<file path="config.mk">
export PLATFORM = sky130hd
export DESIGN_NAME = ysyx_25020037_lsu_axi
export DESIGN_NICKNAME = d
export VERILOG_FILES = /design/src/rtl/ysyx_25020037_lsu_axi_pkg.sv /design/src/rtl/ysyx_25020037_lsu_align.sv /design/src/rtl/ysyx_25020037_lsu_axi.sv
export SDC_FILE = /design/constraint.sdc
export NUM_CORES = 1
export LEC_CHECK = 0
export BUFFER_PORTS_ARGS = -buffer_cell sky130_fd_sc_hd__buf_2
export CAP_MARGIN = 15
export CORE_MARGIN = 2
export CORE_UTILIZATION = 55
export CTS_CLUSTER_DIAMETER = 120
export DETAILED_ROUTE_END_ITERATION = 10
export GPL_TIMING_DRIVEN = 0
export PLACE_DENSITY = 0.95
export SYNTH_ARGS = -nofsm -noshare
export SYNTH_HDL_FRONTEND = slang
export SYNTH_HIERARCHICAL = 1
export SYNTH_SLANG_ARGS = --single-unit
export TNS_END_PERCENT = 1
</file>
<file path="constraint.sdc">
create_clock -name clk -period 5.1 [get_ports clk]
set_input_delay 0.255 -clock clk [delete_from_list [all_inputs] [get_ports clk]]
set_output_delay 0.255 -clock clk [all_outputs]
set_load 0.05 [all_outputs]
</file>
<file path="src/rtl/ysyx_25020037_lsu_axi_pkg.sv">
`default_nettype none
// ============================================================================
// Module   : ysyx_25020037_lsu_axi_pkg
// Purpose  : Shared encodings for the AXI4-Lite load/store unit: access sizes,
//            fault cause codes, AXI response codes, FSM state type and small
//            size-decoding helpers.
// Revision : 1.0 - initial release
// ============================================================================
package ysyx_25020037_lsu_axi_pkg;

    // Access size encodings carried on in_size
    localparam logic [1:0] SIZE_B = 2'd0;
    localparam logic [1:0] SIZE_H = 2'd1;
    localparam logic [1:0] SIZE_W = 2'd2;
    localparam logic [1:0] SIZE_D = 2'd3;

    // Fault cause codes reported on out_cause
    localparam logic [1:0] CAUSE_NONE     = 2'd0;
    localparam logic [1:0] CAUSE_MISALIGN = 2'd1;
    localparam logic [1:0] CAUSE_BUS      = 2'd2;

    // AXI response codes
    localparam logic [1:0] RESP_OKAY   = 2'b00;
    localparam logic [1:0] RESP_SLVERR = 2'b10;
    localparam logic [1:0] RESP_DECERR = 2'b11;

    typedef enum logic [2:0] {
        ST_IDLE  = 3'd0,
        ST_RADDR = 3'd1,
        ST_RDATA = 3'd2,
        ST_WREQ  = 3'd3,
        ST_WRESP = 3'd4,
        ST_DONE  = 3'd5
    } lsu_state_t;

    // Address low bits that must be zero for a naturally aligned access
    function automatic logic [2:0] size_low_mask(input logic [1:0] size);
        logic [2:0] m;
        case (size)
            SIZE_B:  m = 3'b000;
            SIZE_H:  m = 3'b001;
            SIZE_W:  m = 3'b011;
            default: m = 3'b111;
        endcase
        return m;
    endfunction

    // Byte-enable pattern of an access before lane shifting
    function automatic logic [7:0] size_byte_mask(input logic [1:0] size);
        logic [7:0] m;
        case (size)
            SIZE_B:  m = 8'h01;
            SIZE_H:  m = 8'h03;
            SIZE_W:  m = 8'h0F;
            default: m = 8'hFF;
        endcase
        return m;
    endfunction

endpackage
`default_nettype wire

</file>
<file path="src/rtl/ysyx_25020037_lsu_align.sv">
`default_nettype none
// ============================================================================
// Module   : ysyx_25020037_lsu_align
// Purpose  : Combinational byte-lane logic for the LSU.
//            Store: replicate data across lanes, build write strobes.
//            Load : extract the addressed lane and sign/zero extend it.
//            Also flags misaligned accesses (or forces alignment when
//            checking is disabled).
// Ports    : size/is_unsigned/addr   - access descriptor
//            st_data / rdata         - LSB-aligned store data / raw bus data
//            bus_addr                - address to present on the bus
//            misaligned              - access violates natural alignment
//            wdata / wstrb           - steered store data and strobes
//            ld_data                 - extended load result
// Revision : 1.0 - initial release
// ============================================================================
module ysyx_25020037_lsu_align
    import ysyx_25020037_lsu_axi_pkg::*;
#(
    parameter int ADDR_W      = 32,
    parameter int DATA_W      = 32,
    parameter int CHECK_ALIGN = 1
) (
    input  logic [1:0]          size,
    input  logic                is_unsigned,
    input  logic [ADDR_W-1:0]   addr,
    input  logic [DATA_W-1:0]   st_data,
    input  logic [DATA_W-1:0]   rdata,
    output logic [ADDR_W-1:0]   bus_addr,
    output logic                misaligned,
    output logic [DATA_W-1:0]   wdata,
    output logic [DATA_W/8-1:0] wstrb,
    output logic [DATA_W-1:0]   ld_data
);

    localparam int NB    = DATA_W / 8;
    localparam int OFF_W = $clog2(NB);

    logic [2:0]        low_mask;
    logic [OFF_W-1:0]  offset;
    logic [DATA_W-1:0] lane;
    logic [DATA_W-1:0] keep_mask;
    logic              sign_bit;

    assign low_mask   = size_low_mask(size);
    assign misaligned = (CHECK_ALIGN != 0) && ((addr[2:0] & low_mask) != 3'd0);

    // With checking disabled the low address bits are simply cleared, so the
    // access always lands on its natural boundary.
    assign bus_addr = (CHECK_ALIGN != 0) ? addr : (addr & ~ADDR_W'(low_mask));
    assign offset   = bus_addr[OFF_W-1:0];

    always_comb begin
        wdata = st_data;
        case (size)
            SIZE_B:  wdata = {NB{st_data[7:0]}};
            SIZE_H:  wdata = {(NB/2){st_data[15:0]}};
            SIZE_W:  wdata = {(DATA_W/32){st_data[31:0]}};
            default: wdata = st_data;
        endcase
    end

    // Truncation to NB bits discards lanes beyond the bus width.
    assign wstrb = NB'(size_byte_mask(size)) << offset;

    assign lane = rdata >> {offset, 3'b000};

    always_comb begin
        keep_mask = '1;
        sign_bit  = 1'b0;
        case (size)
            SIZE_B: begin
                keep_mask = DATA_W'(8'hFF);
                sign_bit  = lane[7];
            end
            SIZE_H: begin
                keep_mask = DATA_W'(16'hFFFF);
                sign_bit  = lane[15];
            end
            SIZE_W: begin
                keep_mask = DATA_W'(32'hFFFF_FFFF);
                sign_bit  = lane[31];
            end
            default: begin
                keep_mask = '1;
                sign_bit  = 1'b0;
            end
        endcase
    end

    assign ld_data = (lane & keep_mask) | ({DATA_W{sign_bit & ~is_unsigned}} & ~keep_mask);

endmodule
`default_nettype wire

</file>
<file path="src/rtl/ysyx_25020037_lsu_axi.sv">
`default_nettype none
// ============================================================================
// Module   : ysyx_25020037_lsu_axi
// Purpose  : Load/store unit between EXU and WBU mastering an AXI4-Lite data
//            port. One transaction in flight; faults are reported to the WBU.
// Ports    : in_*   - EXU request handshake and operands
//            out_*  - WBU result handshake, data and fault status
//            aw/w/b/ar/r* - AXI4-Lite master channels
// Revision : 1.0 - initial release
// ============================================================================
module ysyx_25020037_lsu_axi
    import ysyx_25020037_lsu_axi_pkg::*;
#(
    parameter int ADDR_W      = 32,
    parameter int DATA_W      = 32,
    parameter int CHECK_ALIGN = 1
) (
    input  logic                clk,
    input  logic                rst_n,
    input  logic                in_valid,
    output logic                in_ready,
    input  logic                in_ld,
    input  logic                in_st,
    input  logic [1:0]          in_size,
    input  logic                in_unsigned,
    input  logic [ADDR_W-1:0]   in_addr,
    input  logic [DATA_W-1:0]   in_wdata,
    input  logic [DATA_W-1:0]   in_result,
    output logic                out_valid,
    input  logic                out_ready,
    output logic [DATA_W-1:0]   out_data,
    output logic                out_fault,
    output logic [1:0]          out_cause,
    output logic                out_is_store,
    output logic [ADDR_W-1:0]   awaddr,
    output logic                awvalid,
    input  logic                awready,
    output logic [DATA_W-1:0]   wdata,
    output logic [DATA_W/8-1:0] wstrb,
    output logic                wvalid,
    input  logic                wready,
    input  logic [1:0]          bresp,
    input  logic                bvalid,
    output logic                bready,
    output logic [ADDR_W-1:0]   araddr,
    output logic                arvalid,
    input  logic                arready,
    input  logic [DATA_W-1:0]   rdata,
    input  logic [1:0]          rresp,
    input  logic                rvalid,
    output logic                rready
);

    lsu_state_t state, state_next;

    logic [1:0]          r_size;
    logic                r_unsigned;

    logic [1:0]          al_size;
    logic [ADDR_W-1:0]   al_addr;
    logic [ADDR_W-1:0]   al_bus_addr;
    logic                al_misaligned;
    logic [DATA_W-1:0]   al_wdata;
    logic [DATA_W/8-1:0] al_wstrb;
    logic [DATA_W-1:0]   al_ld_data;

    logic                mem_op;
    logic                aw_ok;
    logic                w_ok;

    // In IDLE the aligner sees the incoming request; afterwards it sees the
    // captured load descriptor (araddr already holds the bus address).
    assign al_size = (state == ST_IDLE) ? in_size : r_size;
    assign al_addr = (state == ST_IDLE) ? in_addr : araddr;

    ysyx_25020037_lsu_align #(
        .ADDR_W      (ADDR_W),
        .DATA_W      (DATA_W),
        .CHECK_ALIGN (CHECK_ALIGN)
    ) u_align (
        .size        (al_size),
        .is_unsigned (r_unsigned),
        .addr        (al_addr),
        .st_data     (in_wdata),
        .rdata       (rdata),
        .bus_addr    (al_bus_addr),
        .misaligned  (al_misaligned),
        .wdata       (al_wdata),
        .wstrb       (al_wstrb),
        .ld_data     (al_ld_data)
    );

    assign in_ready  = (state == ST_IDLE);
    assign out_valid = (state == ST_DONE);
    assign mem_op    = in_ld | in_st;

    // A write channel is finished once its valid has dropped or is being
    // accepted this cycle; AW and W complete independently.
    assign aw_ok = ~awvalid | awready;
    assign w_ok  = ~wvalid  | wready;

    always_ff @(posedge clk or negedge rst_n) begin
        if (!rst_n) begin
            state <= ST_IDLE;
        end else begin
            state <= state_next;
        end
    end

    always_comb begin
        state_next = state;
        case (state)
            ST_IDLE: begin
                if (in_valid) begin
                    if (mem_op && al_misaligned) state_next = ST_DONE;
                    else if (in_ld)              state_next = ST_RADDR;
                    else if (in_st)              state_next = ST_WREQ;
                    else                         state_next = ST_DONE;
                end
            end
            ST_RADDR: if (arready)       state_next = ST_RDATA;
            ST_RDATA: if (rvalid)        state_next = ST_DONE;
            ST_WREQ:  if (aw_ok && w_ok) state_next = ST_WRESP;
            ST_WRESP: if (bvalid)        state_next = ST_DONE;
            ST_DONE:  if (out_ready)     state_next = ST_IDLE;
            default:                     state_next = ST_IDLE;
        endcase
    end

    always_ff @(posedge clk or negedge rst_n) begin
        if (!rst_n) begin
            r_size       <= SIZE_B;
            r_unsigned   <= 1'b0;
            araddr       <= '0;
            arvalid      <= 1'b0;
            rready       <= 1'b0;
            awaddr       <= '0;
            awvalid      <= 1'b0;
            wdata        <= '0;
            wstrb        <= '0;
            wvalid       <= 1'b0;
            bready       <= 1'b0;
            out_data     <= '0;
            out_fault    <= 1'b0;
            out_cause    <= CAUSE_NONE;
            out_is_store <= 1'b0;
        end else begin
            case (state)
                ST_IDLE: begin
                    if (in_valid) begin
                        r_size       <= in_size;
                        r_unsigned   <= in_unsigned;
                        out_is_store <= in_st;
                        out_fault    <= 1'b0;
                        out_cause    <= CAUSE_NONE;
                        if (mem_op && al_misaligned) begin
                            out_fault <= 1'b1;
                            out_cause <= CAUSE_MISALIGN;
                            out_data  <= '0;
                        end else if (in_ld) begin
                            araddr  <= al_bus_addr;
                            arvalid <= 1'b1;
                        end else if (in_st) begin
                            awaddr  <= al_bus_addr;
                            wdata   <= al_wdata;
                            wstrb   <= al_wstrb;
                            awvalid <= 1'b1;
                            wvalid  <= 1'b1;
                        end else begin
                            out_data <= in_result;
                        end
                    end
                end
                ST_RADDR: begin
                    if (arready) begin
                        arvalid <= 1'b0;
                        rready  <= 1'b1;
                    end
                end
                ST_RDATA: begin
                    if (rvalid) begin
                        rready <= 1'b0;
                        if (rresp != RESP_OKAY) begin
                            out_fault <= 1'b1;
                            out_cause <= CAUSE_BUS;
                            out_data  <= '0;
                        end else begin
                            out_data <= al_ld_data;
                        end
                    end
                end
                ST_WREQ: begin
                    if (awready) awvalid <= 1'b0;
                    if (wready)  wvalid  <= 1'b0;
                    if (aw_ok && w_ok) bready <= 1'b1;
                end
                ST_WRESP: begin
                    if (bvalid) begin
                        bready <= 1'b0;
                        if (bresp != RESP_OKAY) begin
                            out_fault <= 1'b1;
                            out_cause <= CAUSE_BUS;
                        end
                    end
                end
                default: begin
                end
            endcase
        end
    end

endmodule
`default_nettype wire
</file>
== Word level (Yosys, flattened, before mapping) ==
Index checks and enable logic that the tools add are counted.

* Input port bits: 146
* ROM bits: 0
* Memory bits (writable): 0
* Register bits: 147
* Latch bits: 0
* Word-level logic and storage cells: 136
* Memories: 0

* Mux-type cells: 57
* Shifts and indexed selects: 2
* Multiply operators: 0
* Reduce and logical (&&, ||, !) cells: 24
* Bitwise gates (word level): 14
* $lt $le $gt $ge: 0
* Divide/modulo/power cells: 0
* Equal/unequal tests: 23
* Add/sub/neg operators: 0

{| class="wikitable"
|+ Operators with widths
! cell !! count
|-
| $mux W32 || 7
|-
| $pmux W32 S2 || 3
|-
| $and A32 B32 Y32 || 2
|-
| $not A32 Y32 || 1
|-
| $or A32 B32 Y32 || 1
|-
| $shr A32 B5 Y32 || 1
|-
| $mux W3 || 9
|-
| $reduce_and A6 Y1 || 4
|-
| $ne A2 B2 Y1 const B || 11
|-
| $mux W1 || 21
|-
| $pmux W3 S6 || 1
|-
| $reduce_and A5 Y1 || 3
|-
| $reduce_bool A2 Y1 || 7
|-
| $mux W2 || 6
|-
| $pmux W4 S3 || 1
|-
| $pmux W1 S2 || 5
|-
| $pmux W3 S3 || 1
|-
| $eq A3 B2 Y1 const B || 2
|-
| $eq A3 B3 Y1 const B || 2
|-
| $ne A2 B1 Y1 const B || 3
|-
| $ne A3 B2 Y1 const B || 2
|-
| $pmux W1 S3 || 2
|-
| $pmux W2 S3 || 1
|-
| $reduce_and A3 Y1 || 2
|-
| 14 further kinds || 22
|}

== Logic depth before layout (Yosys ltp) ==
Gate-level depths: netlist of the first run.

* Depth in word-level cells: 10
* Depth in mapped cells: 13
* Gate-level depth less buffers: 8

== Modules after synthesis ==
Netlist of the first run, hierarchy kept.

{| class="wikitable"
|+ By module, submodules not included
! module !! cells each !! times used !! area each (µm²)
|-
| ysyx_25020037_lsu_axi || 443 || 1 || 6,708.9
|-
| ysyx_25020037_lsu_align || 204 || 1 || 1,413.9
|}

== Worst setup path before layout of the first run ==
Ideal clock, no wire load.

* Path type: flip-flop to flip-flop
* Start point: register state[1]
* End point: register out_data[0]
* Slack: 1,807 ps
* Data arrival time: 3,169 ps
* Cell stages (with the launch flop): 13
* Data required time: 4,975 ps
* Period minus slack after synthesis: 3,293 ps
* Buffers on the path: 5
* Path through: dfrtp_1 > buf_2 > nor3_4 > mux2_2 > buf_6 > buf_4 > buf_2 > a21oi_1 > o21ai_0 > nor3_1 > nor3_1 > clkbuf_1 > mux2_2

{| class="wikitable"
|+ RTL lines
! what !! line !! text
|-
| start: declaration || ysyx_25020037_lsu_axi.sv:54 || <nowiki>lsu_state_t state, state_next;</nowiki>
|-
| start signal: assignment || ysyx_25020037_lsu_axi.sv:106 || <nowiki>state <= state_next;</nowiki>
|-
| $logic_not A3 Y1 * || ysyx_25020037_lsu_axi.sv:74 || <nowiki>assign al_addr = (state == ST_IDLE) ? in_addr : araddr;</nowiki>
|-
| $mux W32 * || ysyx_25020037_lsu_axi.sv:74 ||
|-
| net al_addr[0] || ysyx_25020037_lsu_axi.sv:60 || <nowiki>logic [ADDR_W-1:0] al_addr;</nowiki>
|-
| $and A3 B3 Y3 * || ysyx_25020037_lsu_align.sv:46 || <nowiki>assign misaligned = (CHECK_ALIGN != 0) && ((addr[2:0] & low_mask) != 3'd0);</nowiki>
|-
| $reduce_bool A3 Y1 * || ysyx_25020037_lsu_align.sv:46 ||
|-
| net al_misaligned || ysyx_25020037_lsu_axi.sv:62 || <nowiki>logic al_misaligned;</nowiki>
|-
| $logic_and A1 B1 Y1 * || ysyx_25020037_lsu_axi.sv:156 || <nowiki>if (mem_op && al_misaligned) begin</nowiki>
|-
| $mux W32 || ysyx_25020037_lsu_axi.sv:156 ||
|-
| $mux W32 || ysyx_25020037_lsu_axi.sv:150 || <nowiki>if (in_valid) begin</nowiki>
|-
| $pmux W32 S2 || ysyx_25020037_lsu_axi.sv:148 || <nowiki>case (state)</nowiki>
|-
| end signal: assignment || ysyx_25020037_lsu_axi.sv:170 || <nowiki>out_data <= in_result;</nowiki>
|-
| end signal: assignment || ysyx_25020037_lsu_axi.sv:188 || <nowiki>out_data <= al_ld_data;</nowiki>
|-
| end: declaration || ysyx_25020037_lsu_axi.sv:31 || <nowiki>output logic [DATA_W-1:0] out_data,</nowiki>
|}

Mark *: on every way through the listed nets, which the timed path passes. The rest lies on a longest branch. The select of a mux whose other input is x is not followed.
A chain may end at the register's enable or synchronous reset.

== Worst setup path in the final report of the first run ==
* Start point: register state[1]
* End point: register out_data[19]

Same word-level chain as after synthesis.

==> summary.md, run 1 <==
| Metric | Value |
|---|---|
| Status | `completed` |
| PnR worst setup slack | `556 ps` |
| Share of the yosys chip area belonging to registers | `0.453` |
| Async SR Flop Fraction | `1.00` |
| Worst Tran Pin Value | `around 900 ps` |
| Max-Slew Margin vs Limit | `0.380` |
| Routed vias | `6,433` |
| Final HPWL DP | `around 17 mm` |
| Layout Nets | `1,103` |
| VDD IR max | `0.538 mV` |
| Worst min path class | `in -> reg` |
| P_leak | `5.60 nW` |
| Synth Warn # | `6` |
| Routed WL | `22.6 mm` |
| Syn Inst Count | `647` |
| Total GRT Usage | `0.284` |
| Drt initial violations | `410` |
| Pwr Total | `0.00863 W` |
| Layout cells sized above 1 | `0.602` |
| CP endpoint kind | `register` |
| Full die area | `0.0158 mm^2` |
| RSZ-0062 raised after global routing | `false` |
| Core Region | `around 0.014 mm^2` |
| Root Driver | `clkbuf_16` |
| Gp weighted congestion | `a little under 0.9` |
| Area share of and/or/nand/nor cells after synthesis | `0.0501` |
| Minimum clock period | `4540 ps` |
| Crit-path max FO | `10` |
| Vias in the first global route | `approximately 6,700` |
| Crit path cell chain | `buf_2 -> nor3_4 -> mux2_2 -> buf_6 -> buf_4 -> buf_2 -> a21oi_1 -> o21ai_0 -> nor3_1 -> nor3_1 -> clkbuf_1 -> mux2_2` |
| Largest net degree at the start of global routing | `approximately 100` |
| CP Data Required Time | `5390 ps` |
| Cell Rows | `44` |
| Register bit count reported by yosys | `147` |
| Via-to-Cell Ratio | `between 5 and 6` |
| Area contributors post-synth | `dfrtp_1 45%, mux2_2 17%, mux2_4 13%` |
| Chip height | `126 um` |
| Layout overhead on the synthesized area | `28.7%` |
| Htree depth | `4` |
| Final ANT Viol Nets | `0` |
| CTS Sinks | `147` |
| Clk slew on worst S/H paths | `70 ps` |
| CP max stage delay | `740 ps` |
| Final setup violating endpoints | `0` |
| Detailed Routing Iterations Pass 1 | `6` |
| Final hold violations | `0` |
| First-pass GRT wire length | `35.4 mm` |
| I/O Pins | `289` |
| Die W | `126 um` |
| Post-synthesis compound-gate area fraction | `0.0929` |
| Post-CTS Setup Bufs | `0` |
| CP Buf/Inv Count | `5` |
| Max Clk Rate | `220 MHz` |
| Period Utilization, post-route | `0.891` |
| Pre-CTS setup slack | `about 560 ps` |
| Pwr/cell area | `826 mW/mm^2` |
| Max-slew violations | `0` |
| CP top delay family | `simple AND/OR/NAND/NOR gates` |
| Adder-cell share of the synthesized area | `0` |
| Port buffer count | `288` |
| Residual DRC | `0` |
| Type of origin of the critical path | `register` |
| Crit path DAT | `4840 ps` |
| Slowest stage cell on the critical path | `nor3_1` |
| Initial core utilization | `0.561` |
| Maxcap violations | `0` |
| Yosys top cell area share | `0.453` |
| Largest family of logic cells by synthesized area | `multiplexers` |
| CTS buffer count | `17` |
| Post-synth cell types | `44` |
| Post-synth top flop | `dfrtp_1` |
| Initial antenna violation count | `3` |
| Max clock buf depth | `2` |
| Multiplexer share of the synthesized area | `0.333` |
| Post-synthesis xor/xnor area fraction | `0` |
| Number of enable flip-flop cells after synthesis | `0` |
| Clock latency on the worst-skew pair | `420 ps` |
| Final setup skew | `12.1 ps` |
| Post-Syn Nets | `793` |
| GRT overflow | `0` |
| WL/cell | `approximately 20 um` |
| Area leader, netlist | `dfrtp_1` |
| Setup Total Neg Slack | `0 ps` |
| TritonCTS clock tree | `done` |
| Post-Synthesis Cell Area | `0.00812 mm^2` |
| Mapped Avg Cell Area | `12.6 um^2` |
| Reg-to-reg slack, setup | `560 ps` |
| Setup CP Type | `reg -> reg` |
[layer usage]
layer / vias to the layer above / global-route usage / wire length [um]
met5: - / 0 / 0
met4: 0 / 0.101 / 536
met3: 51 / 0.0800 / 1790
met2: 320 / 0.471 / 11000
met1: 3138 / 0.358 / 9260
li1: 2924 / - / -
[final timing paths]
kind                                           from                       end  cells past startpoint
setup / recovery               state[1]$_DFFE_PN0P_  out_data[19]$_DFFE_PN0P_                     12
hold / removal                          in_unsigned    r_unsigned$_DFFE_PN0P_                      2
setup reg to reg               state[1]$_DFFE_PN0P_  out_data[19]$_DFFE_PN0P_                     12
hold reg to reg            out_data[13]$_DFFE_PN0P_  out_data[13]$_DFFE_PN0P_                      1
max in group asynchronous                     rst_n     araddr[2]$_DFFE_PN0P_                      3
min in group asynchronous                     rst_n    araddr[13]$_DFFE_PN0P_                      2
[timing repair]
item / 4_1_cts / 5_1_grt
setup endpoints to repair: 0 / 0
hold buffers: 1 / 0
gates resized for setup: 0 / 0
endpoints found under the hold margin: 47 / 0
[worst reg2reg max path, delay by kind of cell (launching register included)]
kind / cells / cell delay (ps)
muxes: 2 / 780
and+or+nand+nor: 3 / 1440
buffers and inverters: 5 / 1320
DFF: 1 / 360
AOI/OAI and AO/OA: 2 / 540
[cells in the mapped netlist (3+ instances only)]
cell type	count
mux2_4	68
mux2i_1	27
a21oi_1	15
nor3_1	4
clkbuf_1	20
buf_6	9
nand2b_1	5
o21ai_0	22
nand2_1	28
nor2_1	28
a22o_1	32
inv_1	9
a211oi_1	15
nor2b_1	9
o21bai_1	3
buf_4	42
dfrtp_1	147
buf_2	10
mux2_2	123
[flip-flops by register name, indices dropped and copies added, names as in the netlist, 2 cells and up]
name	count
state	3
r_size	2
awaddr	32
out_data	32
wstrb	4
araddr	32
out_cause	2
wdata	32
[per-stage QoR]
step | std cells | util | hold slack (ps) | area (um^2)
2_1_floorplan | 647 | - | -40.6 | 8120
3_3_place_gp | 1119 | 0.676 | 483 | 9790
3_5_place_dp | 1121 | 0.679 | 219 | 9830
4_1_cts | 1153 | 0.721 | 55.5 | 10400
5_1_grt | 1155 | 0.721 | 59.8 | 10400
6_report | 1157 | 0.722 | 73.0 | 10500
[cells by family after synthesis]
family / after synthesis
multiplexers: 220
buffers and inverters: 91
flip-flops: 147
AND/OR/NAND/NOR: 85
AO/OA/AOI/OAI: 104
[placed cells by master, fill, tap and decap left out, drive strengths merged, types with 3 or more instances in the layout]
master,n
buf,352
mux2,191
dfrtp,147
clkbuf,39
a22o,32
nand2,29
nor2,29
mux2i,29
o21ai,23
a21oi,15
a211oi,15
inv,14
nor2b,9
nand2b,5
nor3,5
diode,4
o21bai,3
clkinv,3
[cell type report]
cell class | count | area, um^2
repair buffers | 291 | 1490
diodes | 4 | 10.0
well taps | 184 | 230
inverters | 9 | 33.8
flip-flops and latches | 147 | 3680
fillers | 1030 | 4030
clock buffers | 19 | 453
multi-input cells | 409 | 3860
plain buffers | 82 | 546
clock inverters | 12 | 144
[power by group]
group	switching [W]	internal, W
sequential	0.000330	0.00169
clock	0.000523	0.000754
combinational	0.00342	0.00192
Note: power is estimated with default switching activity, not from simulation.
==> inputs of run 2 (changes only) <==
Settings changed: ABC_AREA from default to 1, CORE_UTILIZATION 55 to 51, PLACE_DENSITY 0.95 to 0.93.
Clock period 5.1 ns to 4.35 ns, I/O delays scaled along.
==> summary.md, run 2 <==
| Metric | Value |
|---|---|
| Status | `completed` |
| Syn Inst Count | `1,165 (+80%)` |
| Area contributors post-synth | `dfrtp_1 44%, nand2_1 19%, o21ai_0 7.6%` |
| Final setup violating endpoints | `0 (unchanged)` |
| Layout cells sized above 1 | `0.284 (-0.318)` |
| Setup CP Type | `reg -> reg` |
| Chip height | `131 um (+4.7%)` |
| Switching part of the total power | `0.561 (+0.0661)` |
| Type of origin of the critical path | `register` |
| Port buffer count | `288 (unchanged)` |
| Post-Syn Nets | `1,311 (+65%)` |
| Crit path launch | `state[2]$_DFFE_PN0P_` |
| Cell repeated most along the worst path | `nand2_1` |
| Register bit count reported by yosys | `147 (unchanged)` |
| Maxcap violations | `0 (unchanged)` |
| Commonest non-fill, non-tap cells in the layout | `428 x nand2_1, 308 x buf_2, 147 x dfrtp_1` |
| Async SR Flop Fraction | `1.00 (unchanged)` |
| Drt initial violations | `670 (+63%)` |
| R2R Path Start | `state[2]$_DFFE_PN0P_` |
| Routed WL | `26.7 mm (+18%)` |
| Area leader, netlist | `dfrtp_1` |
| Max Clk Rate | `263 MHz (+20%)` |
| Final ANT Viol Nets | `0 (unchanged)` |
| Cell Rows | `46 (+4.5%)` |
| Reg2reg path depth | `20 (+8)` |
| P_sw | `0.00573 W (+34%)` |
| Largest net degree at the start of global routing | `79 (-22%)` |
| I/O Pins | `289 (unchanged)` |
| Layout Nets | `1,620 (+47%)` |
| P_leak | `6.12 nW (+9.3%)` |
| Slowest stage cell on the critical path | `clkbuf_1` |
| Vias in the first global route | `8,489 (+26%)` |
| Hold wc startpoint | `in_unsigned` |
| Pint | `0.00448 W (+2.7%)` |
| Full die area | `0.0173 mm^2 (+9.7%)` |
| Yosys top cell area share | `0.444 (-0.00902)` |
| Via-to-Cell Ratio | `5.25 (-5.6%)` |
| List of most frequent post-synthesis cells | `428 x nand2_1, 147 x dfrtp_1, 126 x o21ai_0` |
| CTS buffer count | `17 (unchanged)` |
| Crit-path max FO | `10 (unchanged)` |
| Clock latency on the worst-skew pair | `430 ps (about the same)` |
| Crit path capture | `wvalid$_DFFE_PN0P_` |
| Max-slew violations | `0 (unchanged)` |
| CP Buf/Inv Count | `11 (+6)` |
| Core Region | `0.0159 mm^2 (+9.7%)` |
| Final hold violations | `0 (unchanged)` |
| Share of the yosys chip area belonging to registers | `0.444 (-0.00902)` |
| Detailed Routing Iterations Pass 1 | `6 (unchanged)` |
| CP max stage delay | `490 ps (-250 ps)` |
| Count leader, synth | `nand2_1` |
| Max-Slew Margin vs Limit | `0.505 (+0.125)` |
| Cell count along the critical path | `20 (+8)` |
| Crit path DAT | `4110 ps (-730 ps)` |
| Htree depth | `4 (unchanged)` |
| Initial core utilization | `0.522 (-0.0393)` |
| Number of enable flip-flop cells after synthesis | `0 (unchanged)` |
| Sequential share of power | `0.228 (-0.006)` |
| WL/cell | `15.7 um (-20%)` |
| Layout overhead on the synthesized area | `28.1%` |
| Clock power share | `0.142 (-0.006)` |
| Minimum clock period | `3800 ps (-749 ps)` |
| Worst min path class | `in -> reg` |
| Initial antenna violation count | `3 (unchanged)` |
| Reg-to-reg slack, setup | `550 ps (about the same)` |
| Crit path cell chain | `buf_2 -> inv_2 -> nand2_2 -> buf_6 -> inv_6 -> nand2_1 -> nand2_1 -> inv_2 -> clkbuf_1 -> o21ai_0 -> nand2_1 -> inv_1 -> inv_1 -> nand3b_1 -> clkbuf_1 -> nor2_4 -> buf_6 -> buf_4 -> a21oi_1 -> nand2_1` |
| Setup Total Neg Slack | `0 ps (unchanged)` |
| Commonest non-fill, non-tap cell in the layout | `nand2_1` |
| GRT overflow | `0 (unchanged)` |
| Die W | `131 um (+4.7%)` |
| TritonCTS clock tree | `done` |
| Gp weighted congestion | `0.973 (+9.8%)` |
| CP Data Required Time | `4660 ps (-730 ps)` |
| Residual DRC | `0 (unchanged)` |
| First-pass GRT wire length | `42.7 mm (+21%)` |
| Mapped Avg Cell Area | `7.11 um^2 (-43%)` |
| Post-synth top flop | `dfrtp_1` |
| Worst Tran Pin Value | `743 ps (-180 ps)` |
| Synth Warn # | `6 (unchanged)` |
| Worst Hold Depth | `3 (+1)` |
| Final HPWL DP | `20.3 mm (+20%)` |
| Clk slew on worst S/H paths | `70 ps (about the same)` |
| CP top delay family | `buffers and inverters` |
| Max clock buf depth | `2 (unchanged)` |
| Worst r2r dst | `wvalid$_DFFE_PN0P_` |
| Root Driver | `clkbuf_16` |
| Comb power frac | `0.630 (+0.012)` |
| Routed vias | `8,947 (+39%)` |
| Total GRT Usage | `0.306 (+0.0212)` |
| RSZ-0062 raised after global routing | `false` |
| Post-layout util | `0.668 (-0.0533)` |
| Post-Synthesis Cell Area | `0.00829 mm^2 (+2.0%)` |
| CP endpoint kind | `register` |
| CTS Sinks | `147 (unchanged)` |
| VDD IR max | `0.612 mV (+14%)` |
| Pwr/cell area | `961 mW/mm^2 (+16%)` |
| Post-synth cell types | `28 (-36%)` |
| Final setup skew | `11.3 ps (-0.819 ps)` |
| Period Utilization, post-route | `0.872 (-0.0186)` |
## run 2: changes by cell type after synthesis, moves of 11 or more
cell,delta
nor2_1,+31
inv_1,+108
a22o_1,-32
o21ai_0,+104
mux2i_1,-27
mux2_4,-68
a21oi_1,+27
nand2_1,+400
a211oi_1,-15
nand3_1,+81
buf_2,+11
clkbuf_1,+13
mux2_2,-123
## run 2: worst min path at each step
stage,end
final,r_unsigned$_DFFE_PN0P_
after global routing,r_unsigned$_DFFE_PN0P_
after CTS,r_unsigned$_DFFE_PN0P_
after detailed placement,awaddr[9]$_DFFE_PN0P_
after global placement,r_unsigned$_DFFE_PN0P_
after floorplan,araddr[0]$_DFFE_PN0P_
## run 2: power groups by stage
stage               Combinational [W]  Sequential, W  Clock, W
floorplan                     0.00284        0.00424         0
global placement              0.00623        0.00230         0
detailed placement            0.00636        0.00232         0
CTS                           0.00638        0.00232   0.00146
global route                  0.00697        0.00239   0.00152
finish                        0.00643        0.00232   0.00145
## run 2: kinds of logic after synthesis
kind of cell,count (synthesis),synth area share
compound gates,198,0.129
buf+inv,229,0.134
flops,147,0.444
simple gates,591,0.293
## run 2: layer usage
| metal | global-route usage | wire length, um |
|---|---|---|
| met2 | 0.494 | 12700 |
| met5 | 0 | 0 |
| met1 | 0.401 | 11100 |
| met4 | 0.139 | 1040 |
| met3 | 0.0559 | 1950 |
## run 2: area by class of cell
class	count	area, um^2
diodes	2	5.00
clock buffers	17	425
fillers	1387	5270
inverters	122	463
well taps	216	270
clock inverters	14	145
repair buffers	290	1490
multi-input cells	789	3500
plain buffers	107	649
flip-flops and latches	147	3680
## run 2: worst min-delay path: cells and delay by family
kind,cells,cell delay (ps)
and+or+nand+nor,2,110
buffers and inverters,1,80
## run 2: metrics by stage
stage          power [W]  cell area [um^2]  cells  hold WS, ps  setup slack (ps)
6_report          0.0102             10600   1704         10.7               555
4_1_cts           0.0102             10600   1702         3.74               617
3_5_place_dp     0.00867             10000   1670          296               650
3_3_place_gp     0.00853             10000   1669          437               638
2_1_floorplan    0.00708              8290   1165        -78.1              1570
5_1_grt           0.0109             10600   1704         45.0               176
## run 2: timing repair
item	in CTS	in global routing
setup endpoints to repair	0	0
hold buffers	1	0
endpoints found under the hold margin	77	0
buffers inserted	0	0
resized for setup	0	0
